File: config.mk
export PLATFORM = sky130hd
export DESIGN_NAME = battousai_store_flat
export DESIGN_NICKNAME = d
export VERILOG_FILES = /design/src/rtl/battousai_pkg.sv /design/src/rtl/battousai_store_if.sv /design/src/rtl/battousai_store_merge.sv /design/src/rtl/battousai_store.sv /design/src/flat_wrapper.sv
export SDC_FILE = /design/constraint.sdc
export NUM_CORES = 1
export LEC_CHECK = 0
export ABC_AREA = 1
export CAP_MARGIN = 20
export CORE_MARGIN = 2
export CORE_UTILIZATION = 52
export DETAILED_ROUTE_END_ITERATION = 6
export HOLD_SLACK_MARGIN = 0.03
export PLACE_DENSITY = 0.87
export SLEW_MARGIN = 20
export SYNTH_ARGS = -nofsm -noshare
export SYNTH_HDL_FRONTEND = slang
export SYNTH_SLANG_ARGS = --single-unit
File: constraint.sdc
create_clock -name clk -period 15.3 [get_ports clk]
set_input_delay 2.295 -clock clk [delete_from_list [all_inputs] [get_ports clk]]
set_output_delay 2.295 -clock clk [all_outputs]
set_load 0.02 [all_outputs]
File: src/rtl/battousai_pkg.sv
// battousai_pkg: shared opcode/funct3 constants, store FSM states, access widths and store legality check
// Ports: none (package)
package battousai_pkg;
    localparam logic [6:0] OPC_STORE = 7'd35;
    localparam logic [2:0] F3_SB = 3'd0;
    localparam logic [2:0] F3_SH = 3'd1;
    localparam logic [2:0] F3_SW = 3'd2;
    localparam logic [2:0] F3_SD = 3'd3;

    typedef enum logic [2:0] {S_IDLE, S_READ, S_WAIT, S_WRITE, S_DONE} store_state_t;

    typedef enum logic [1:0] {W_BYTE, W_HALF, W_WORD, W_DOUBLE} width_t;

    function automatic logic store_legal(input logic [2:0] f3, input logic [2:0] off);
        return f3 == F3_SB ? 1'b1 :
               f3 == F3_SH ? ~off[0] :
               f3 == F3_SW ? off[1:0] == 2'b00 :
               f3 == F3_SD ? off == 3'b000 : 1'b0;
    endfunction
endpackage

File: src/rtl/battousai_store_if.sv
// battousai_store_if: control handshake plus data memory port of the store unit
// Ports: start/instruction/address/data and mem_rdata flow master->slave; mem_* strobes, busy, done, store_error flow slave->master
interface battousai_store_if;
    logic        start;
    logic [31:0] Register_Intruction_Instr31_0;
    logic [63:0] store_addr;
    logic [63:0] store_data;
    logic [63:0] mem_rdata;
    logic [63:0] mem_addr;
    logic [63:0] mem_wdata;
    logic        mem_rd;
    logic        mem_wr;
    logic        busy;
    logic        done;
    logic        store_error;

    modport master (
        output start, Register_Intruction_Instr31_0, store_addr, store_data, mem_rdata,
        input  mem_addr, mem_wdata, mem_rd, mem_wr, busy, done, store_error
    );

    modport slave (
        input  start, Register_Intruction_Instr31_0, store_addr, store_data, mem_rdata,
        output mem_addr, mem_wdata, mem_rd, mem_wr, busy, done, store_error
    );
endinterface

File: src/rtl/battousai_store_merge.sv
// battousai_store_merge: merges store bytes into their lanes of a fetched doubleword
// Ports: rdata (fetched doubleword), wdata (store value, low bytes used), off (byte offset), funct3 (width), merged (result)
module battousai_store_merge
    import battousai_pkg::*;
(
    input  logic [63:0] rdata,
    input  logic [63:0] wdata,
    input  logic [2:0]  off,
    input  logic [2:0]  funct3,
    output logic [63:0] merged
);
    width_t      w;
    logic [3:0]  n;
    logic [3:0]  lo;
    logic [63:0] sh;
    assign w  = width_t'(funct3[1:0]);
    // illegal widths replace no bytes
    assign n  = funct3[2] ? 4'd0 : 4'd1 << w;
    assign lo = {1'b0, off};
    assign sh = wdata << {off, 3'b000};
    for (genvar k = 0; k < 8; k++) begin : g_b
        assign merged[8*k +: 8] = (4'(k) >= lo && 4'(k) < lo + n) ? sh[8*k +: 8] : rdata[8*k +: 8];
    end
endmodule

File: src/rtl/battousai_store.sv
// battousai_store: RISC-V sb/sh/sw/sd executor doing read-modify-write on a 64-bit doubleword memory
// Ports: clk, reset (asynchronous, active-high); bus (slave) carries the start/done handshake and the data memory port
module battousai_store
    import battousai_pkg::*;
#(
    parameter int MEM_LATENCY = 1
) (
    input logic              clk,
    input logic              reset,
    battousai_store_if.slave bus
);
    store_state_t state, nxt;
    logic [2:0]   f3, cnt;
    logic [63:0]  addr, data, wd, merged;
    logic         err, req, legal;

    assign req   = state == S_IDLE && bus.start && bus.Register_Intruction_Instr31_0[6:0] == OPC_STORE;
    assign legal = store_legal(bus.Register_Intruction_Instr31_0[14:12], bus.store_addr[2:0]);

    always_ff @(posedge clk or posedge reset) begin
        if (reset) state <= S_IDLE;
        else       state <= nxt;
    end

    always_comb begin
        nxt = state;
        case (state)
            S_IDLE:  if (req) nxt = !legal ? S_DONE :
                                    bus.Register_Intruction_Instr31_0[14:12] == F3_SD ? S_WRITE : S_READ;
            S_READ:  nxt = S_WAIT;
            S_WAIT:  if (cnt == 3'd0) nxt = S_WRITE;
            S_WRITE: nxt = S_DONE;
            default: nxt = S_IDLE;
        endcase
    end

    // wd holds store_data for sd and is overwritten by the merge result for narrower stores
    always_ff @(posedge clk or posedge reset) begin
        if (reset) begin
            f3   <= '0;
            cnt  <= '0;
            addr <= '0;
            data <= '0;
            wd   <= '0;
            err  <= 1'b0;
        end else begin
            if (req) begin
                f3   <= bus.Register_Intruction_Instr31_0[14:12];
                addr <= bus.store_addr;
                data <= bus.store_data;
                wd   <= bus.store_data;
                err  <= !legal;
            end
            if (state == S_READ) cnt <= 3'(MEM_LATENCY - 1);
            else if (state == S_WAIT && cnt != 3'd0) cnt <= cnt - 3'd1;
            if (state == S_WAIT && cnt == 3'd0) wd <= merged;
        end
    end

    battousai_store_merge u_merge (
        .rdata (bus.mem_rdata),
        .wdata (data),
        .off   (addr[2:0]),
        .funct3(f3),
        .merged(merged)
    );

    assign bus.busy        = state != S_IDLE;
    assign bus.done        = state == S_DONE;
    assign bus.store_error = state == S_DONE && err;
    assign bus.mem_rd      = state == S_READ;
    assign bus.mem_wr      = state == S_WRITE;
    assign bus.mem_addr    = state inside {S_READ, S_WAIT, S_WRITE} ? {addr[63:3], 3'b000} : 64'd0;
    assign bus.mem_wdata   = state == S_WRITE ? wd : 64'd0;
endmodule

File: src/flat_wrapper.sv
// flat-port wrapper written by rule: the top's interface ports become plain ports
module battousai_store_flat import battousai_pkg::*;
#(
    parameter int MEM_LATENCY = 1
)
  (clk, reset, bus_start, bus_Register_Intruction_Instr31_0, bus_store_addr, bus_store_data, bus_mem_rdata, bus_mem_addr, bus_mem_wdata, bus_mem_rd, bus_mem_wr, bus_busy, bus_done, bus_store_error);
  battousai_store_if bus_i ();
  input logic clk;
  input logic reset;
  input wire logic [$bits(bus_i.start)-1:0] bus_start;
  input wire logic [$bits(bus_i.Register_Intruction_Instr31_0)-1:0] bus_Register_Intruction_Instr31_0;
  input wire logic [$bits(bus_i.store_addr)-1:0] bus_store_addr;
  input wire logic [$bits(bus_i.store_data)-1:0] bus_store_data;
  input wire logic [$bits(bus_i.mem_rdata)-1:0] bus_mem_rdata;
  output wire logic [$bits(bus_i.mem_addr)-1:0] bus_mem_addr;
  output wire logic [$bits(bus_i.mem_wdata)-1:0] bus_mem_wdata;
  output wire logic [$bits(bus_i.mem_rd)-1:0] bus_mem_rd;
  output wire logic [$bits(bus_i.mem_wr)-1:0] bus_mem_wr;
  output wire logic [$bits(bus_i.busy)-1:0] bus_busy;
  output wire logic [$bits(bus_i.done)-1:0] bus_done;
  output wire logic [$bits(bus_i.store_error)-1:0] bus_store_error;
  assign bus_i.start = bus_start;
  assign bus_i.Register_Intruction_Instr31_0 = bus_Register_Intruction_Instr31_0;
  assign bus_i.store_addr = bus_store_addr;
  assign bus_i.store_data = bus_store_data;
  assign bus_i.mem_rdata = bus_mem_rdata;
  assign bus_mem_addr = bus_i.mem_addr;
  assign bus_mem_wdata = bus_i.mem_wdata;
  assign bus_mem_rd = bus_i.mem_rd;
  assign bus_mem_wr = bus_i.mem_wr;
  assign bus_busy = bus_i.busy;
  assign bus_done = bus_i.done;
  assign bus_store_error = bus_i.store_error;
  battousai_store #(.MEM_LATENCY(MEM_LATENCY)) u_core (.clk(clk), .reset(reset), .bus(bus_i));
endmodule
==> key figures, run 1 <==
Status
  – Run status: complete, no violations

Global routing
  – Gr ovfl total: 0
  – Largest net degree at the start of global routing: about 130
  – Antenna violations before repair: 4
  – Vias in the first global route: roughly 12000
  – Total track usage: a little over a third
  – First-pass GRT wire length: roughly 66000 µm

Detailed routing
  – Initial DRT Pass Iterations: 6
  – WL per Instance: 18.7 µm
  – Post-route ant nets: 0
  – Routed WL: roughly 44000 µm
  – DRC errors left: 0
  – Iteration-0 DRC Markers: 1157
  – Routed via count: 12714
  – Detail-routed via count per cell: 5.47

Logic synthesis
  – Syn avg cell area: between 7 and 8 µm²
  – Synthesized flop and latch total: between 200 and 250
  – Synth area leader: dfrtp_1
  – Commonest cells in the netlist: 509 x nand2_1, 262 x inv_1, 202 x dfrtp_1
  – Distinct cells, synth: 36
  – Synth top area cells: dfrtp_1 42%, nand2_1 16%, inv_1 8.1%
  – Area of the mapped netlist: between 10000 and 15000 µm²
  – Count leader, synth: nand2_1
  – Syn Inst Count: between 1500 and 2000
  – Post-synth top area share: slightly above 40%
  – Number of flops mapped to enable cells by yosys: 0
  – Post-synthesis sequential area ratio: between 40% and 50%
  – Yosys warning total: 0
  – Fraction of registers with async set/reset: 100%
  – Top FF cell, synth: dfrtp_1

Worst setup path
  – Critical Path AT: approximately 3000 ps
  – Cell family with the largest share of critical-path delay: buffers and inverters
  – CP Capture Type: output port
  – WP buf/inv: 3
  – Critical path startpoint category: flop
  – Cell with the largest stage delay on the worst path: clkdlybuf4s50_1
  – Critical path type: reg -> out
  – Worst Path Max Fanout: 37
  – Max incr delay on CP: around 650 ps
  – Worst EP required: 13010 ps
  – Cell Chain, Critical Path: inv_1, nand3_2, buf_4, nor2_1, clkdlybuf4s50_1

Power
  – Overall Power: 1.83 mW
  – Leak: ~8 nW
  – VDD IR max: roughly 0.075 mV
  – PwrDens: around 110 nW/µm²

Place
  – # port buffers: around 330
  – RePlAce Congestion: roughly 0.96
  – Placed inst area: about 16000 µm²
  – Post-DP HPWL: roughly 31000 µm
  – Place WS: 9480 ps

Clock tree
  – Worst skew pair latency: 510 ps
  – CTS tree: built
  – Cts hold-fix bufs: 0
  – Max Buffers Root-to-Sink: 3
  – Clk root buf: clkbuf_16
  – Total CTS buffers: 23
  – Setup Buffers After CTS: 0
  – Clock Sink Count: about 200
  – H-Tree Depth: 1
  – Post-CTS Resized: 0
  – Reg clk slew, reported paths: approximately 60 ps

Timing
  – Worst Skew: about 8.5 ps
  – Post-route setup slack: 10000 ps
  – TNS Setup: 0 ps
  – Slew Limit Fails: 0
  – Fin crit share: between 30 and 40%
  – Worst-margin pin slew: between 1000 and 1500 ps
  – RSZ-0062 raised after global routing: false
  – Highest clock rate: ~0.19 GHz
  – Max_slew headroom: between 30% and 40%
  – Hold Slack: approximately 470 ps
  – Final setup fails: 0
  – Post-layout min period: 5300 ps
  – Final Hold Viols: 0

Floorplan
  – Die Ht: approximately 160 µm
  – Ports: 360
  – Die Footprint: about 25000 µm²
  – Core area: about 23000 µm²
  – Row Count: 55
  – Die extent in x: approximately 160 µm
  – Starting Density: 53.3%

Cells and area
  – Fillers: about 1800
  – Design area: between 15000 and 20000 µm²
  – Final nets: roughly 2200
  – Syn-to-layout area delta: 33.9%
  – Ratio of cells with drive above 1 in the final layout: roughly 7.2%

Job
  – Maxcap violations: 0

Worst hold path
  – Class of the worst hold path: reg -> reg
==> report_power, final <==
group	total, mW	switching [mW]	internal [mW]
Clock	0.522	0.220	0.301
Sequential	0.737	0.0764	0.661
Combinational	0.573	0.363	0.210
==> logic make-up after synthesis <==
group           share of synthesized area [%]
compound gates                           7.41
fa+ha+maj                               0.680
buf+inv                                  12.2
flops                                    41.6
mux                                      6.05
other cells                            0.0309
simple gates                             32.0
==> per-layer routing <==
metal / GRT usage, % / wire (µm)
met5: 0 / 12
met4: 13.1 / 1660
met3: 6.40 / 4050
met2: 59.8 / 21000
met1: 43.8 / 16900
==> stage by stage <==
| step | instances | utilization (%) |
|---|---|---|
| 2_1_floorplan | 1727 | - |
| 3_3_place_gp | 2285 | 68.3 |
| 3_5_place_dp | 2286 | 68.3 |
| 4_1_cts | 2321 | 71.4 |
| 5_1_grt | 2324 | 71.4 |
| 6_report | 2325 | 71.4 |
==> path summary, 6_finish.rpt <==
path	start	to	slack (ps)	depth (start not counted)
min in group asynchronous	reset	u_core.addr[30]$_DFFE_PP0P_	2400	2
worst max register to register	u_core.addr[1]$_DFFE_PP0P_	u_core.wd[43]$_DFFE_PP0P_	11460	8
worst max-delay path	u_core.state[2]$_DFFE_PP0P_	bus_mem_wdata[51]	10000	5
worst min-delay path	u_core.data[61]$_DFFE_PP0P_	u_core.data[61]$_DFFE_PP0P_	470	2
worst min register to register	u_core.data[61]$_DFFE_PP0P_	u_core.data[61]$_DFFE_PP0P_	470	2
max in group asynchronous	reset	u_core.addr[0]$_DFFE_PP0P_	11310	3
==> worst min-delay path, delay by kind of cell, from the launching register on <==
family	cells	cell delay, ps
flip-flops	1	340
AND/OR/NAND/NOR	2	100
==> state kept, by name, summed over array words and instances, names as in the netlist <==
signal        flops
u_core.data      64
u_core.cnt        3
u_core.state      3
u_core.err        1
u_core.f3         3
u_core.wd        64
u_core.addr      64
==> final cells by class <==
| cell class | count | area, µm² | share of cell area [%] |
|---|---|---|---|
| Timing Repair Buffer | 347 | 3460 | 21.3 |
| Clock inverter | 3 | 18.8 | 0.115 |
| Inverter | 265 | 1000 | 6.16 |
| Sequential cell | 202 | 5060 | 31.1 |
| Multi-Input combinational cell | 1159 | 5660 | 34.8 |
| Tap cell | 313 | 392 | 2.41 |
| Clock buffer | 32 | 669 | 4.11 |
| Antenna cell | 4 | 10.0 | 0.0615 |
==> placed cells by master, fill, tap and decap left out, types with 2 or more instances in the layout <==
master,instances
clkbuf_1,3
ha_1,5
buf_4,11
or2_2,4
inv_1,261
and3_1,2
mux2_2,51
o211ai_1,5
nand3_1,109
conb_1,3
nand2_1,508
nor3_1,5
nand3b_1,5
clkbuf_16,23
nand4_2,3
nand4_1,69
o21ai_0,135
o22ai_1,4
o211ai_2,2
a21oi_1,17
clkinv_2,2
mux2_4,10
nand3_2,3
nor2_2,3
inv_2,3
nor2_1,188
clkdlybuf4s50_1,334
o21ai_1,7
diode_2,4
nor3_4,2
nor2_4,2
nand2_2,10
clkbuf_8,6
dfrtp_1,201
(Power assumes the default switching activity.)
==> inputs of run 2 (changes only) <==
CORE_UTILIZATION = 44   (was 52)
PLACE_DENSITY = 0.78   (was 0.87)
clock period = 4.7 ns   (was 15.3 ns; I/O delays follow)
==> run 2 against run 1 <==
Critical path type unchanged. Hold slack got worse by 3.2 ps. Combinational power increased to 3.2 times the previous value. Critical endpoint is now bus_mem_wdata[29]. Clock skew increased by 7.6 ps. Largest cell class unchanged. Via count decreased by 2.3%. Sequential share of layout area decreased by 0.19 points. Final area increased by 0.62%. Register-to-register slack got worse by 9700 ps. Largest power group unchanged. Clock power increased to 3.4 times the previous value. Flip-flop and latch count unchanged.
==> key figures, run 2 (synthesis results as in run 1) <==
Place
  – RePlAce Congestion: 1.02 (+5.5%)
  – Place WS: 1500 ps (-7980 ps)
  – Post-DP HPWL: 31100 µm (-0.90%)
  – # port buffers: 334 (unchanged)

Global routing
  – First-pass GRT wire length: 66200 µm (-0.45%)
  – Total track usage: 29.1% (-5.8 points)
  – Largest net degree at the start of global routing: 124 (-6.1%)
  – Antenna violations before repair: 0 (-4)
  – Vias in the first global route: 12128 (-0.0082%)
  – Gr ovfl total: 0 (unchanged)

Timing
  – Worst-margin pin slew: 998 ps (-39.4 ps)
  – RSZ-0062 raised after global routing: false
  – Post-route setup slack: 950 ps (-9050 ps)
  – Post-layout min period: approximately 3700 ps
  – Final Hold Viols: 0 (unchanged)
  – TNS Setup: 0 ps (unchanged)
  – Slew Limit Fails: 0 (unchanged)
  – Final setup fails: 0 (unchanged)
  – Highest clock rate: about 0.27 GHz
  – Worst Skew: 16.0 ps (+7.56 ps)
  – Max_slew headroom: 33.4% (+2.8 points)
  – Fin crit share: between 70 and 80%

Clock tree
  – Clock Sink Count: 202 (unchanged)
  – Max Buffers Root-to-Sink: 3 (unchanged)
  – Setup Buffers After CTS: 0 (unchanged)
  – Total CTS buffers: 23 (unchanged)
  – H-Tree Depth: 1 (unchanged)
  – Reg clk slew, reported paths: 60 ps (about the same)
  – Post-CTS Resized: 0 (unchanged)
  – Worst skew pair latency: 520 ps (about the same)
  – CTS tree: built
  – Cts hold-fix bufs: 0 (unchanged)
  – Clk root buf: clkbuf_16

Power
  – PwrDens: 369 nW/µm² (+230%)
  – Leak: 8.19 nW (+0.22%)
  – VDD IR max: 0.237 mV (+210%)

Detailed routing
  – WL per Instance: 18.1 µm (-3.4%)
  – Initial DRT Pass Iterations: 7 (+1)
  – Iteration-0 DRC Markers: 931 (-20%)
  – Routed via count: 12425 (-2.3%)
  – Routed WL: 42700 µm (-2.0%)
  – Detail-routed via count per cell: 5.27 (-3.7%)
  – DRC errors left: 0 (unchanged)
  – Post-route ant nets: 0 (unchanged)

Floorplan
  – Ports: 360 (unchanged)
  – Die Footprint: 29000 µm² (+18%)
  – Core area: 27000 µm² (+19%)
  – Die Ht: 170 µm (+8.5%)
  – Row Count: 60 (+9.1%)
  – Starting Density: 45.0% (-8.4 points)
  – Die extent in x: 170 µm (+8.5%)

Worst setup path
  – CP Capture Type: output port
  – Worst Path Max Fanout: 35 (-5.4%)
  – Max incr delay on CP: 640 ps (about the same)
  – Critical Path AT: 3040 ps (+40 ps)
  – Cell Chain, Critical Path: inv_1, nand3_2, buf_4, nor2_1, clkdlybuf4s50_1
  – Cell with the largest stage delay on the worst path: clkdlybuf4s50_1
  – Critical path startpoint category: flop
  – Critical path type: reg -> out
  – R2r setup slk: 1800 ps (-9660 ps)
  – Worst EP required: 3990 ps (-9020 ps)

Status
  – Run status: complete, no violations

Cells and area
  – Final nets: 2235 (+0.18%)
  – Most common cell after layout, fill and taps aside: nand2_1
  – Syn-to-layout area delta: 34.7%
  – Largest registers: u_core.addr x64, u_core.data x64, u_core.wd x64
  – Most frequent cells in the layout: 508 x nand2_1, 334 x clkdlybuf4s50_1, 261 x inv_1
  – Ratio of cells with drive above 1 in the final layout: 7.48% (+0.26 points)
  – Fillers: 2470 (+36%)
  – Antenna diodes: 0 (-4)

Job
  – Maxcap violations: 0 (unchanged)

Worst hold path
  – Class of the worst hold path: reg -> reg
-- run 2: critical path: cells and delay by family, from the launching register on --
family / cells / cell delay, ps
buffers and inverters: 3 / 1350
flip-flops: 1 / 400
AND/OR/NAND/NOR: 2 / 770
-- run 2: final timing paths --
kind                                             start                     endpoint  depth (start not counted)
max reg2reg                 u_core.addr[1]$_DFFE_PP0P_     u_core.wd[1]$_DFFE_PP0P_                          8
min reg2reg                u_core.data[62]$_DFFE_PP0P_  u_core.data[62]$_DFFE_PP0P_                          2
max                        u_core.state[2]$_DFFE_PP0P_            bus_mem_wdata[29]                          5
min in group asynchronous                        reset     u_core.wd[7]$_DFFE_PP0P_                          3
min                        u_core.data[62]$_DFFE_PP0P_  u_core.data[62]$_DFFE_PP0P_                          2
max in group asynchronous                        reset    u_core.wd[61]$_DFFE_PP0P_                          4
-- run 2: layout make-up --
cell class	count	area [µm²]	share of cell area [%]
clock buffer	32	629	3.84
clock inverter	9	105	0.642
inverter	265	1000	6.11
multi-input combinational	1159	5670	34.6
sequential	202	5060	30.9
tap	341	427	2.61
timing repair buffer	351	3480	21.3
-- run 2: stage by stage --
| stage | std cells | hold slack [ps] | area (µm²) | utilization (%) | power, mW |
|---|---|---|---|---|---|
| global placement | 2318 | 450 | 15600 | 57.8 | 4.19 |
| CTS | 2359 | 470 | 16400 | 60.6 | 6.04 |
| detailed placement | 2318 | 455 | 15600 | 57.8 | 4.25 |
| floorplan | 1727 | 437 | 12200 | - | 3.60 |
| global route | 2359 | 510 | 16400 | 60.6 | 6.43 |
| finish | 2359 | 469 | 16400 | 60.6 | 6.05 |
-- run 2: metal layers --
metal | GRT usage, % | wire length [µm] | vias up
met4 | 10.7 | 1540 | 0
met5 | 0 | 0 | -
met1 | 37.3 | 17300 | 5836
met2 | 49.6 | 20600 | 568
li1 | - | - | 5930
met3 | 4.72 | 3300 | 91
-- run 2: report_power, final --
group / internal, mW / total (mW) / switching [mW]
clock: 1.05 / 1.79 / 0.747
combinational: 0.685 / 1.86 / 1.17
sequential: 2.15 / 2.40 / 0.244
total: 3.88 / 6.05 / 2.17
==> edit (config.mk and constraints of run 2) <==
Make the reset (`reset`) synchronous in 2 clocked blocks. Comments in the files are not updated.
--- a/src/rtl/battousai_store.sv
+++ b/src/rtl/battousai_store.sv
@@ -17,7 +17,7 @@
     assign req   = state == S_IDLE && bus.start && bus.Register_Intruction_Instr31_0[6:0] == OPC_STORE;
     assign legal = store_legal(bus.Register_Intruction_Instr31_0[14:12], bus.store_addr[2:0]);
 
-    always_ff @(posedge clk or posedge reset) begin
+    always_ff @(posedge clk) begin
         if (reset) state <= S_IDLE;
         else       state <= nxt;
     end
@@ -35,7 +35,7 @@
     end
 
     // wd holds store_data for sd and is overwritten by the merge result for narrower stores
-    always_ff @(posedge clk or posedge reset) begin
+    always_ff @(posedge clk) begin
         if (reset) begin
             f3   <= '0;
             cnt  <= '0;
Check against the original RTL: differs if reset is asserted again (counterexample within 4 cycles, from zero or initial values and one cycle with reset high); with reset held inactive, the same outputs for 4 cycles.
==> edit against run 2 <==
- critical path depth unchanged
- highest routed layer unchanged
- sequential cell count unchanged
- global-route usage down 1.1 points
- wire length down 11%
- worst setup slack improved by 0.37 ns
- synthesized area decreased by 11%
- design area decreased by 8.7%
Power is not compared: it rests on default switching activity, and its combinational part moved more than twofold at a synthesized area within 25%.
==> edit: results (changes against run 2) <==
Worst setup path
  • Max incr delay on CP: 0.66 ns (+0.02 ns)
  • Critical path endpoint: bus_mem_wdata[0]
  • Crit-path max FO: 65 (+86%)
  • R2R Setup Slk: 1.64 ns (-0.16 ns)
  • Crit path arrival time: 2.68 ns (-0.36 ns)
  • CP startpoint: u_core.state[0]
  • RR Endpoint: u_core.wd[54]
  • Reg2reg path depth: 9 (+1)
  • Worst r2r src: u_core.addr[2]

Layout
  • Share of cells above drive strength 1: 3.766% (-3.7 points)
  • Fillers: 2239 (-9.4%)
  • Finished Layout Cells: 2342 (-0.72%)
  • Final net count: 2238 (+0.13%)

Yosys
  • Mapped Cells: 1743 (+1.0%)
  • Seq/Total Area, Yosys: 37.27% (-4.3 points)
  • Asr flop ratio synth: 0% (-100 points)
  • Distinct cells, synth: 39 (+8.3%)
  • Most common library cells after synthesis: 479 x nand2_1, 216 x a21oi_1, 202 x dfxtp_1, 194 x inv_1, 178 x nor2_1
  • Ys flop type: dfxtp_1
  • Synth area leaders: dfxtp_1 37%, nand2_1 17%, a21oi_1 10%, o21ai_0 7.6%, inv_1 6.7%

Status
  • Status: complete, no violations

Global routing
  • Gr usage total: 28.01% (-1.1 points)
  • Vias in the first global route: 11130 (-8.2%)
  • Largest net degree at the start of global routing: 201 (+62%)
  • Global-route wire length before repair: 58870 um (-11%)

Detailed routing
  • DR pass1 iterations: 6 (-1)
  • Routed wire length per instance: 16.20 um (-10%)
  • Avg Vias per Cell: 5.183 (-1.6%)
  • Starting DRT DRC Count: 1191 (+28%)

Timing
  • Slew HR: 33.74% (+0.34 points)
  • Worst Skew: 0.008153 ns (-0.007858 ns)

Hold path
  • Hold Path Depth: 2 (unchanged)

Placed design
  • Post-detail-place hpwl: 27490 um (-12%)
  • Routability cong.: 1.001 (-1.5%)
==> edit: changes by cell type in the layout (fill, tap and decap cells not counted), moves of 7 or more <==
cell      change
nand2_1      -30
a21oi_1     +199
mux2_4       -10
nor2_1       -11
o21bai_1      +7
mux2_2       -51
dfrtp_1     -201
dfxtp_1     +201
o21ai_0      +29
o21ai_1       +9
inv_1        -69
nand4_1      -69
==> edit: layout make-up <==
type,instances,area [sq um],area share [%]
flip-flops and latches,202,4045,27.07
inverters,201,757.0,5.066
clock inverters,4,88.84,0.5945
repair buffers,347,3463,23.18
multi-input cells,1230,5555,37.18
clock buffers,34,626.9,4.195
well taps,324,405.4,2.713
==> edit: worst min path at each step <==
| stage | from | to | slack [ns] |
|---|---|---|---|
| finish | u_core.addr[34] | u_core.addr[34] | 0.45 |
| global route | u_core.addr[55] | u_core.addr[55] | 0.47 |
| CTS | u_core.addr[24] | u_core.addr[24] | 0.45 |
| detailed placement | u_core.addr[24] | u_core.addr[24] | 0.44 |
| global placement | u_core.addr[36] | u_core.addr[36] | 0.44 |
| floorplan | u_core.addr[37] | u_core.addr[37] | 0.43 |
==> edit: power by group <==
group | internal [mW] | switching, mW
registers | 1.73 | 0.00775
logic | 0.189 | 0.143
clock network | 1.03 | 0.717
total | 2.95 | 0.868
==> edit: through the flow <==
stage | instance area, sq um | hold slack (ns) | power [mW] | setup WS, ns
global placement | 14220 | 0.4390 | 2.096 | 1.768
global route | 14940 | 0.4716 | 3.937 | 1.165
finish | 14940 | 0.4503 | 3.816 | 1.317
CTS | 14940 | 0.4524 | 3.843 | 1.304
floorplan | 10860 | 0.4300 | 1.893 | 2.240
detailed placement | 14230 | 0.4435 | 2.100 | 1.722
==> edit: cells by family after synthesis <==
| group | count (synthesis) | synth area share [%] |
|---|---|---|
| simple gates | 799 | 29.90 |
| compound gates | 421 | 20.21 |
| buf+inv | 313 | 11.73 |
| flops | 202 | 37.27 |
| fa+ha+maj | 6 | 0.7612 |
| mux | 1 | 0.09227 |
| other cells | 1 | 0.03456 |
==> edit: critical path, delay by kind of cell, from the launching register on <==
family / cells / cell delay (ns)
buffers and inverters: 3 / 1.09
AND/OR/NAND/NOR: 2 / 0.62
flip-flops: 1 / 0.36
==> edit: metal layers <==
layer / global-route usage, % / routed length (um) / up-vias
met5: 0 / 0 / -
met4: 8.807 / 1089 / 0
met3: 6.420 / 3418 / 77
met2: 44.71 / 17140 / 516
met1: 37.77 / 16300 / 5492
li1: - / - / 6054
